**src/rtl/rsnn_neuron_param.sv**
```systemverilog
// -----------------------------------------------------------------------------
// rsnn_neuron_param
//
// Recurrent leaky-integrate-and-fire neuron. The signed membrane potential
// leaks toward zero by `decay` on every enabled update, integrates the external
// current plus its own spike fed back after FB_DELAY enabled updates, and fires
// when the saturated next potential reaches `threshold`. After a spike the
// neuron ignores `refractory_period` enabled updates.
//
// Parameters:
//   WIDTH     data width of current/potential/threshold/decay/feedback
//   REFR_W    width of refractory period and counter
//   FB_DELAY  spike-to-feedback delay in enabled updates (1..8)
//   CNT_W     spike counter width
//
// Ports:
//   clk               rising-edge clock
//   rst_n             synchronous active-low reset
//   enable            update strobe; state holds while low
//   ext_current       signed external current
//   threshold         signed firing threshold
//   decay             unsigned leak magnitude per update
//   refractory_period enabled updates ignored after a spike
//   feedback_scale    signed weight of the delayed own spike
//   clr_count         synchronous clear of spike_count
//   spike_out         one-cycle registered spike pulse
//   membrane          signed membrane potential register
//   in_refractory     high while in the refractory state
//   spike_count       saturating spike count
//
// Optional build macro RSNN_NEURON_TEST_EN adds:
//   sel_test          selects the observation source
//   out_test          sel_test ? refractory counter : membrane (combinational)
// -----------------------------------------------------------------------------
module rsnn_neuron_param #(
    parameter int WIDTH    = 8,
    parameter int REFR_W   = 8,
    parameter int FB_DELAY = 1,
    parameter int CNT_W    = 8
) (
    input  logic              clk,
    input  logic              rst_n,
    input  logic              enable,
    input  logic [WIDTH-1:0]  ext_current,
    input  logic [WIDTH-1:0]  threshold,
    input  logic [WIDTH-1:0]  decay,
    input  logic [REFR_W-1:0] refractory_period,
    input  logic [WIDTH-1:0]  feedback_scale,
    input  logic              clr_count,
`ifdef RSNN_NEURON_TEST_EN
    input  logic              sel_test,
    output logic [WIDTH-1:0]  out_test,
`endif
    output logic              spike_out,
    output logic [WIDTH-1:0]  membrane,
    output logic              in_refractory,
    output logic [CNT_W-1:0]  spike_count
);

    typedef enum logic [0:0] {
        ST_INTEGRATE  = 1'b0,
        ST_REFRACTORY = 1'b1
    } state_t;

    // Clamp bounds expressed at WIDTH+1 bits so sums can be compared directly.
    localparam logic signed [WIDTH:0] SAT_MAX_C = {2'b00, {(WIDTH-1){1'b1}}};
    localparam logic signed [WIDTH:0] SAT_MIN_C = {2'b11, {(WIDTH-1){1'b0}}};

    // Clamp a WIDTH+1 bit signed sum into the WIDTH bit signed range.
    function automatic logic [WIDTH-1:0] sat_f(input logic signed [WIDTH:0] val);
        logic [WIDTH-1:0] res;
        if (val > SAT_MAX_C) begin
            res = SAT_MAX_C[WIDTH-1:0];
        end else if (val < SAT_MIN_C) begin
            res = SAT_MIN_C[WIDTH-1:0];
        end else begin
            res = val[WIDTH-1:0];
        end
        return res;
    endfunction

    state_t              state_r;
    state_t              state_next_s;
    logic [WIDTH-1:0]    membrane_r;
    logic [WIDTH-1:0]    membrane_next_s;
    logic [REFR_W-1:0]   refr_cnt_r;
    logic [REFR_W-1:0]   refr_cnt_next_s;
    logic [FB_DELAY-1:0] fb_line_r;
    logic [FB_DELAY-1:0] fb_line_next_s;
    logic [CNT_W-1:0]    count_r;
    logic [CNT_W-1:0]    count_next_s;
    logic                spike_r;
    logic                in_refr_r;

    logic                fb_spike_s;
    logic [WIDTH-1:0]    fb_term_s;
    logic signed [WIDTH:0]   i_sum_s;
    logic [WIDTH-1:0]    i_total_s;
    logic signed [WIDTH+1:0] v_wide_s;
    logic signed [WIDTH+1:0] dec_wide_s;
    logic [WIDTH-1:0]    v_leak_s;
    logic signed [WIDTH:0]   v_sum_s;
    logic [WIDTH-1:0]    v_next_s;
    logic                fire_s;

    // Integration datapath: feedback, saturated current, leak and firing test.
    always_comb begin
        fb_spike_s = fb_line_r[FB_DELAY-1];
        if (fb_spike_s) begin
            fb_term_s = feedback_scale;
        end else begin
            fb_term_s = {WIDTH{1'b0}};
        end
        i_sum_s   = {ext_current[WIDTH-1], ext_current} + {fb_term_s[WIDTH-1], fb_term_s};
        i_total_s = sat_f(i_sum_s);

        // Leak is decided at WIDTH+2 bits so -decay never overflows; the
        // selected result always fits in WIDTH bits, so it is formed narrow.
        v_wide_s   = {{2{membrane_r[WIDTH-1]}}, membrane_r};
        dec_wide_s = {2'b00, decay};
        if (v_wide_s > dec_wide_s) begin
            v_leak_s = membrane_r - decay;
        end else if (v_wide_s < -dec_wide_s) begin
            v_leak_s = membrane_r + decay;
        end else begin
            v_leak_s = {WIDTH{1'b0}};
        end

        v_sum_s  = {v_leak_s[WIDTH-1], v_leak_s} + {i_total_s[WIDTH-1], i_total_s};
        v_next_s = sat_f(v_sum_s);

        if (enable && (state_r == ST_INTEGRATE) && ($signed(v_next_s) >= $signed(threshold))) begin
            fire_s = 1'b1;
        end else begin
            fire_s = 1'b0;
        end
    end

    // State register.
    always_ff @(posedge clk) begin
        if (!rst_n) begin
            state_r <= ST_INTEGRATE;
        end else begin
            state_r <= state_next_s;
        end
    end

    // Next-state logic; a zero refractory period keeps the neuron integrating.
    always_comb begin
        state_next_s = state_r;
        case (state_r)
            ST_INTEGRATE: begin
                if (fire_s && (refractory_period != {REFR_W{1'b0}})) begin
                    state_next_s = ST_REFRACTORY;
                end else begin
                    state_next_s = ST_INTEGRATE;
                end
            end
            ST_REFRACTORY: begin
                // A stray zero count also leaves, so the state can never stick.
                if (enable && (refr_cnt_r <= REFR_W'(1'b1))) begin
                    state_next_s = ST_INTEGRATE;
                end else begin
                    state_next_s = ST_REFRACTORY;
                end
            end
            default: begin
                state_next_s = ST_INTEGRATE;
            end
        endcase
    end

    // Next values of membrane, refractory counter, delay line and spike count.
    always_comb begin
        membrane_next_s = membrane_r;
        refr_cnt_next_s = refr_cnt_r;
        fb_line_next_s  = fb_line_r;
        count_next_s    = count_r;

        if (enable) begin
            case (state_r)
                ST_INTEGRATE: begin
                    if (fire_s) begin
                        membrane_next_s = {WIDTH{1'b0}};
                        refr_cnt_next_s = refractory_period;
                    end else begin
                        membrane_next_s = v_next_s;
                    end
                end
                ST_REFRACTORY: begin
                    membrane_next_s = {WIDTH{1'b0}};
                    if (refr_cnt_r != {REFR_W{1'b0}}) begin
                        refr_cnt_next_s = refr_cnt_r - REFR_W'(1'b1);
                    end else begin
                        refr_cnt_next_s = {REFR_W{1'b0}};
                    end
                end
                default: begin
                    membrane_next_s = {WIDTH{1'b0}};
                end
            endcase
            // Delay line only advances on enabled updates.
            for (int k = FB_DELAY - 1; k > 0; k--) begin
                fb_line_next_s[k] = fb_line_r[k-1];
            end
            fb_line_next_s[0] = fire_s;
        end else begin
            membrane_next_s = membrane_r;
        end

        if (clr_count) begin
            count_next_s = {CNT_W{1'b0}};
        end else if (fire_s && (count_r != {CNT_W{1'b1}})) begin
            count_next_s = count_r + CNT_W'(1'b1);
        end else begin
            count_next_s = count_r;
        end
    end

    // Datapath and output registers.
    always_ff @(posedge clk) begin
        if (!rst_n) begin
            membrane_r <= {WIDTH{1'b0}};
            refr_cnt_r <= {REFR_W{1'b0}};
            fb_line_r  <= {FB_DELAY{1'b0}};
            count_r    <= {CNT_W{1'b0}};
            spike_r    <= 1'b0;
            in_refr_r  <= 1'b0;
        end else begin
            membrane_r <= membrane_next_s;
            refr_cnt_r <= refr_cnt_next_s;
            fb_line_r  <= fb_line_next_s;
            count_r    <= count_next_s;
            spike_r    <= fire_s;
            in_refr_r  <= (state_next_s == ST_REFRACTORY);
        end
    end

    assign spike_out     = spike_r;
    assign membrane      = membrane_r;
    assign in_refractory = in_refr_r;
    assign spike_count   = count_r;

`ifdef RSNN_NEURON_TEST_EN
    logic [WIDTH-1:0] refr_view_s;

    if (REFR_W >= WIDTH) begin : g_refr_trunc
        assign refr_view_s = refr_cnt_r[WIDTH-1:0];
    end else begin : g_refr_ext
        assign refr_view_s = {{(WIDTH-REFR_W){1'b0}}, refr_cnt_r};
    end

    assign out_test = sel_test ? refr_view_s : membrane_r;
`endif

endmodule

```
**config.mk**
```make
export PLATFORM = sky130hd
export DESIGN_NAME = rsnn_neuron_param
export DESIGN_NICKNAME = d
export VERILOG_FILES = /design/src/rtl/rsnn_neuron_param.sv
export SDC_FILE = /design/constraint.sdc
export NUM_CORES = 1
export LEC_CHECK = 0
export BUFFER_PORTS_ARGS = -buffer_cell sky130_fd_sc_hd__buf_2
export CAP_MARGIN = 15
export CORE_ASPECT_RATIO = 0.6
export CORE_MARGIN = 2
export CORE_UTILIZATION = 50
export DETAILED_ROUTE_END_ITERATION = 8
export GPL_TIMING_DRIVEN = 1
export PLACE_DENSITY_LB_ADDON = 0.08
export REMOVE_ABC_BUFFERS = 1
export SETUP_SLACK_MARGIN = 0.3
export SLEW_MARGIN = 20
export SYNTH_ARGS = -nofsm -noshare
export SYNTH_HDL_FRONTEND = slang
export SYNTH_SLANG_ARGS = --single-unit
```
**constraint.sdc**
```tcl
create_clock -name clk -period 17.6 [get_ports clk]
set_input_delay 1.76 -clock clk [delete_from_list [all_inputs] [get_ports clk]]
set_output_delay 1.76 -clock clk [all_outputs]
set_load 0.02 [all_outputs]
```
; Word-level counts from Yosys, hierarchy flattened
; Index checks and enable logic that the tools add are counted.
[classes]
addsub = 7
magnitude_cmp = 8
n_eq_ne = 2
n_mux = 16
bitwise = 2
reduce_logical = 9
[ops]
columns = op, count
row1 = 8-bit two-way mux, 10
row2 = 8-bit one-hot mux with 2 select lines, 2
row3 = 8-bit by 8-bit adder with 9-bit output, 2
row4 = 9-bit by 8-bit greater-than comparator with 1-bit output (second input constant), 2
row5 = 9-bit by 8-bit < comparator with 1-bit output (second input constant), 2
row6 = 8-bit nonzero test, 2
row7 = 8-bit by 10-bit < comparator with 1-bit output, 1
row8 = 8-bit negation with 10-bit output, 1
row9 = 8-bit by 9-bit greater-than comparator with 1-bit output, 1
row10 = 8-bit by 1-bit adder with 8-bit output (second input constant), 1
row11 = 8-bit adder, 1
row12 = 8-bit >= comparator, 1
row13 = 8-bit by 1-bit <= comparator with 1-bit output (second input constant), 1
row14 = 8-bit != test (second input constant), 1
row15 = 8-bit by 1-bit subtractor with 8-bit output (second input constant), 1
row16 = 8-bit subtractor, 1
row17 = 1-bit logical AND, 5
row18 = 1-bit two-way mux, 3
row19 = 2-bit != test (second input constant), 1
row20 = 1-bit NOT, 2
row21 = 1-bit one-hot mux with 2 select lines, 1
row22 = 2-bit AND reduction, 1
row23 = 2-bit OR reduction, 1
[word_totals]
register_bits = 27
elab_cells = 50

; Depth between registers and ports, before layout
[logic_depth]
word_depth = 15
depth_mapped = 28
mapped_depth_nobuf = 26

; Worst setup path before layout
; No wires, ideal clock.
[synth_timing]
kind = input -> register
from = in decay[3]
to = reg count_r[3] (netlist: spike_count[3])
setup_ns = 0.124
arrival_ns = 6.960
required_ns = 17.476
setup_slack_ns = 10.516
stages = 27
path_buffers = 2
cell_sequence = inv_1 -> nand4_1 -> or4_1 -> xnor2_1 -> ha_1 -> o21ai_0 -> a31oi_1 -> o21ai_0 -> clkbuf_1 -> nor2_1 -> nor2_1 -> ha_1 -> fa_1 -> a211oi_1 -> o21bai_1 -> a211oi_1 -> o21ai_0 -> and3_1 -> a21o_1 -> ha_1 -> nand3_1 -> or3_4 -> o32ai_4 -> buf_6 -> nand4_2 -> xor2_1 -> nor2_1
[synth_via]
elab_chain_cells = 12
word_cells_on_any_way = 16
cone_classes = add/sub: 4 / order compare: 5 / mux: 5 / reduce/logical: 2
[synth_lines]
columns = item, line_no
row1 = from (decl), 46  ; input logic [WIDTH-1:0] decay,
row2 = 8-bit negation with 10-bit output, 123  ; end else if (v_wide_s < -dec_wide_s) begin
row3 = 8-bit by 10-bit < comparator with 1-bit output, 123
row4 = 8-bit two-way mux, 123
row5 = 8-bit two-way mux *, 121  ; if (v_wide_s > dec_wide_s) begin
row6 = 8-bit by 8-bit adder with 9-bit output *, 129  ; v_sum_s = {v_leak_s[WIDTH-1], v_leak_s} + {i_total_s[WIDTH-1], i_total_s};
row7 = 9-bit by 8-bit < comparator with 1-bit output, 74  ; end else if (val < SAT_MIN_C) begin
row8 = 8-bit two-way mux, 74
row9 = 8-bit two-way mux *, 72  ; if (val > SAT_MAX_C) begin
row10 = 8-bit >= comparator *, 132  ; if (enable && (state_r == ST_INTEGRATE) && ($signed(v_next_s) >= $signed(threshold))) begin
row11 = 1-bit logical AND *, 132
row12 = 1-bit two-way mux *, 132
row13 = 1-bit logical AND *, 213  ; end else if (fire_s && (count_r != {CNT_W{1'b1}})) begin
row14 = to (signal assigned), 226  ; count_r <= {CNT_W{1'b0}};
row15 = to (signal assigned), 233  ; count_r <= count_next_s;
row16 = to (decl), 90  ; logic [CNT_W-1:0] count_r;
; Every way passes the cells marked *; elsewhere a longest branch is shown, timed or not.
; A chain may end at the register's enable or synchronous reset.

; Worst setup path in the final report
[layout_timing]
from = in feedback_scale[1]
to = reg refr_cnt_r[6]
[layout_via]
elab_chain_cells = 14
word_cells_on_any_way = 16
cone_classes = add/sub: 2 / order compare: 5 / eq/ne: 1 / mux: 6 / reduce/logical: 2
[layout_lines]
columns = item, line_no
row1 = from (decl), 48  ; input logic [WIDTH-1:0] feedback_scale,
row2 = 8-bit two-way mux *, 109  ; if (fb_spike_s) begin
row3 = 8-bit by 8-bit adder with 9-bit output *, 114  ; i_sum_s = {ext_current[WIDTH-1], ext_current} + {fb_term_s[WIDTH-1], fb_term_s};
row4 = 9-bit by 8-bit < comparator with 1-bit output, 74
row5 = 8-bit two-way mux, 74
row6 = 8-bit two-way mux *, 72
row7 = 8-bit by 8-bit adder with 9-bit output *, 129
row8 = 9-bit by 8-bit < comparator with 1-bit output, 74
row9 = 8-bit two-way mux, 74
row10 = 8-bit two-way mux *, 72
row11 = 8-bit >= comparator *, 132
row12 = 1-bit logical AND *, 132
row13 = 1-bit two-way mux *, 132
row14 = 2-bit != test (no line) *, -
row15 = 2-bit AND reduction (no line) *, -
row16 = to (signal assigned), 224  ; refr_cnt_r <= {REFR_W{1'b0}};
row17 = to (signal assigned), 231  ; refr_cnt_r <= refr_cnt_next_s;
row18 = to (decl), 86  ; logic [REFR_W-1:0] refr_cnt_r;
; Marked as above.

==> flow_summary.ini <==
[pwr]
vdd_drop_max_v = 0.0000990
p_leak_nw = 1.88
p_per_area_mw_per_mm2 = 152

[timing]
drv_slew = 0
clock.fmax_mhz = 130
period_needed_ns = 7.71
skew_ns = 0.00359
finalCritPeriodShare = 0.438
setup_viol = 0
slew_headroom = 0.562
hold_violations = 0
rsz0062_at_grt = no
tightest_slew_ns = 0.657
worst_slack_ns = 9.89
tns_ns = 0

[hold_path]
min_to = refr_cnt_r[7]$_SDFFE_PN0P_
min-delay-start = refr_cnt_r[7]$_SDFFE_PN0P_
hold-path-cell-count = 2
hold_path_class = reg -> reg

[die]
fp.dieH_um = 69.9
rows = 23
die-area_mm2 = 0.00795
pin_count = 62
core_region_area_mm2 = 0.00685
initial_core_util = 0.528
fp.dieW_um = 114

[routing]
drt_iter0_markers = 325
top_layer = met4
drc = 0
num_vias = 3570
wl_met3_um = 806
firstDrtPassIters = 5
drt-wirelength-per-cell_um = 16.0
final_antenna_net_count = 0
wl_met1_um = 4980
wirelength_um = 9530
dr_wl_met2_um = 3700
via_per_inst = 5.98

[synthesis]
ys_types = 62
ys_seq_elements = 27
avgSynthCellArea_um2 = 7.90
netlist_instances = 458
synth_edf_count = 0
ys_warn_count = 0
syn_area_mm2 = 0.00362
synthFlopType = dfxtp_1
yosysSeqAreaShare = 0.149
async_reset_ff_frac = 0

[setup_path]
reg2reg_depth = 24
crit_path_max_fanout = 16
critPathArrivalTime_ns = 7.84
cpPeakStageDelay_ns = 0.63
cp_slowest_cell = o32ai_4
critPathKind = in -> reg
worstPathRequired_ns = 17.72
cp-start-kind = primary input
r2r-end = refr_cnt_r[6]$_SDFFE_PN0P_
r2r_start = fb_line_r$_SDFFE_PN0P_
crit_path_end_kind = register
r2r_slack_ns = 10.91

[place]
numPortBuffers = 61
place_ws_ns = 9.74
hpwl_um = 7680
gp_congestion = 0.892

[cts]
ctsHtreeMaxLevel = 1
cts-hold-fix-buffers = 0
ctsResizeCount = 0
postCtsSetupBuffers = 0
tritoncts = yes
cts-root-buf = clkbuf_16
clk_pin_slew_ns = 0.07
cts_buffers = 3
clk-insertion-delay-late_ns = 0.26
clock_path_buffers = 2
clock-sinks = 27

[finish]
area_delta_synth_final_pct = 11.6
n_fill_cell = 644
num_antenna_cells = 0
drive_above_1_share = 0.165
final_cell_mix = 61 x buf_2, 54 x ha_1, 41 x inv_1, 34 x nor2_1, 29 x a21oi_1
final_common_cell = buf_2
final_nets = 613

[run]
max-cap-violations = 0

[grt]
grt_pass1_vias = 3248
grt_pass1_wl_um = 15700
grt_max_degree = 19
grt_remaining_overflow = 0
grt_use_total = 0.242
antenna_found_initial = 0

[run_status]
outcome = finished clean
worst max-delay path by stage:
stage / start / endpoint / slack, ns / cells past startpoint
2_1_floorplan: decay[3] / refr_cnt_r[7]$_SDFFE_PN0P_ / 10.27 / 24
5_1_grt: feedback_scale[0] / refr_cnt_r[6]$_SDFFE_PN0P_ / 9.43 / 26
4_1_cts: feedback_scale[0] / refr_cnt_r[6]$_SDFFE_PN0P_ / 9.99 / 26
6_report: feedback_scale[1] / refr_cnt_r[6]$_SDFFE_PN0P_ / 9.89 / 25
3_5_place_dp: feedback_scale[0] / refr_cnt_r[6]$_SDFFE_PN0P_ / 9.74 / 26
3_3_place_gp: feedback_scale[0] / refr_cnt_r[7]$_SDFFE_PN0P_ / 9.97 / 26
cells in the mapped netlist (all sizes together) (3+ instances only):
cell type	number	area (um^2)
xnor2	9	78.8
and2	10	62.6
xor2	11	96.3
and3	4	25.0
o211a	3	30.0
a2111oi	3	38.8
fa	4	80.1
o2bb2ai	3	26.3
a22o	7	61.3
dfxtp	27	541
nand4	9	68.8
clkbuf	6	23.8
a31oi	3	18.8
o21bai	3	22.5
nor2b	8	57.6
nor3	12	60.1
ha	54	676
nor2	35	134
o21ai	26	141
inv	41	154
nand4b	3	26.3
o211ai	11	82.6
a32oi	8	70.1
a211oi	9	72.6
nand2	20	75.1
o31ai	9	67.6
o21a	14	105
buf	8	58.8
a21oi	29	145
nand2b	12	75.1
a21o	11	82.6
o22ai	3	25.0
or2	4	25.0
nor4	5	37.5
nand3	15	75.1
layer usage:
metal  global-route usage  vias to the layer above
met5                    0                        -
met2                0.335                      116
li1                     -                     1794
met4               0.0257                        0
met1                0.388                     1655
met3               0.0530                        5
logic make-up after synthesis:
logic type                 Yosys count  synth area share
and+or+nand+nor                    145             0.219
muxes                                2           0.00899
xor gates and xnor gates            20            0.0484
buffers and inverters               55            0.0654
adders and majority gates           58             0.209
AOI/OAI and AO/OA                  151             0.300
DFF                                 27             0.149
registers in the layout, indices dropped and copies added (netlist names):
| register | count |
|---|---|
| fb_line_r | 1 |
| in_refractory | 1 |
| membrane | 8 |
| refr_cnt_r | 8 |
| spike_count | 8 |
| spike_out | 1 |
worst max-delay path, delay by kind of cell:
| family | cells | cell delay [ns] |
|---|---|---|
| buffers and inverters | 2 | 0.15 |
| adder cells (fa/ha/maj) | 4 | 1.30 |
| AO/OA/AOI/OAI | 15 | 3.88 |
| AND/OR/NAND/NOR | 4 | 0.72 |
through the flow:
stage	hold WS [ns]	power, W	instances	util	instance area, um^2
finish	0.501	0.000615	597	0.589	4040
global route	0.536	0.000676	597	0.589	4040
CTS	0.500	0.000611	597	0.589	4040
detailed placement	0.491	0.000557	593	0.578	3960
global placement	0.479	0.000547	593	0.578	3960
floorplan	0.460	0.000455	444	-	3530
area by class of cell:
| type | instances | area [um^2] | area share |
|---|---|---|---|
| clock buffer | 3 | 75.1 | 0.0186 |
| multi-input combinational | 376 | 2840 | 0.704 |
| inverter | 41 | 154 | 0.0381 |
| tap | 87 | 109 | 0.0270 |
| timing repair buffer | 62 | 313 | 0.0775 |
| sequential | 27 | 541 | 0.134 |
| clock inverter | 1 | 5.00 | 0.00124 |
report_power, final:
part	total (W)	internal, W	leakage [nW]	switching [W]
registers	0.0000914	0.0000740	0.220	0.0000174
logic	0.000471	0.000193	1.62	0.000279
clock network	0.0000521	0.0000307	0.0409	0.0000214
total	0.000615	0.000297	1.88	0.000317
(Power assumes the default switching activity.)
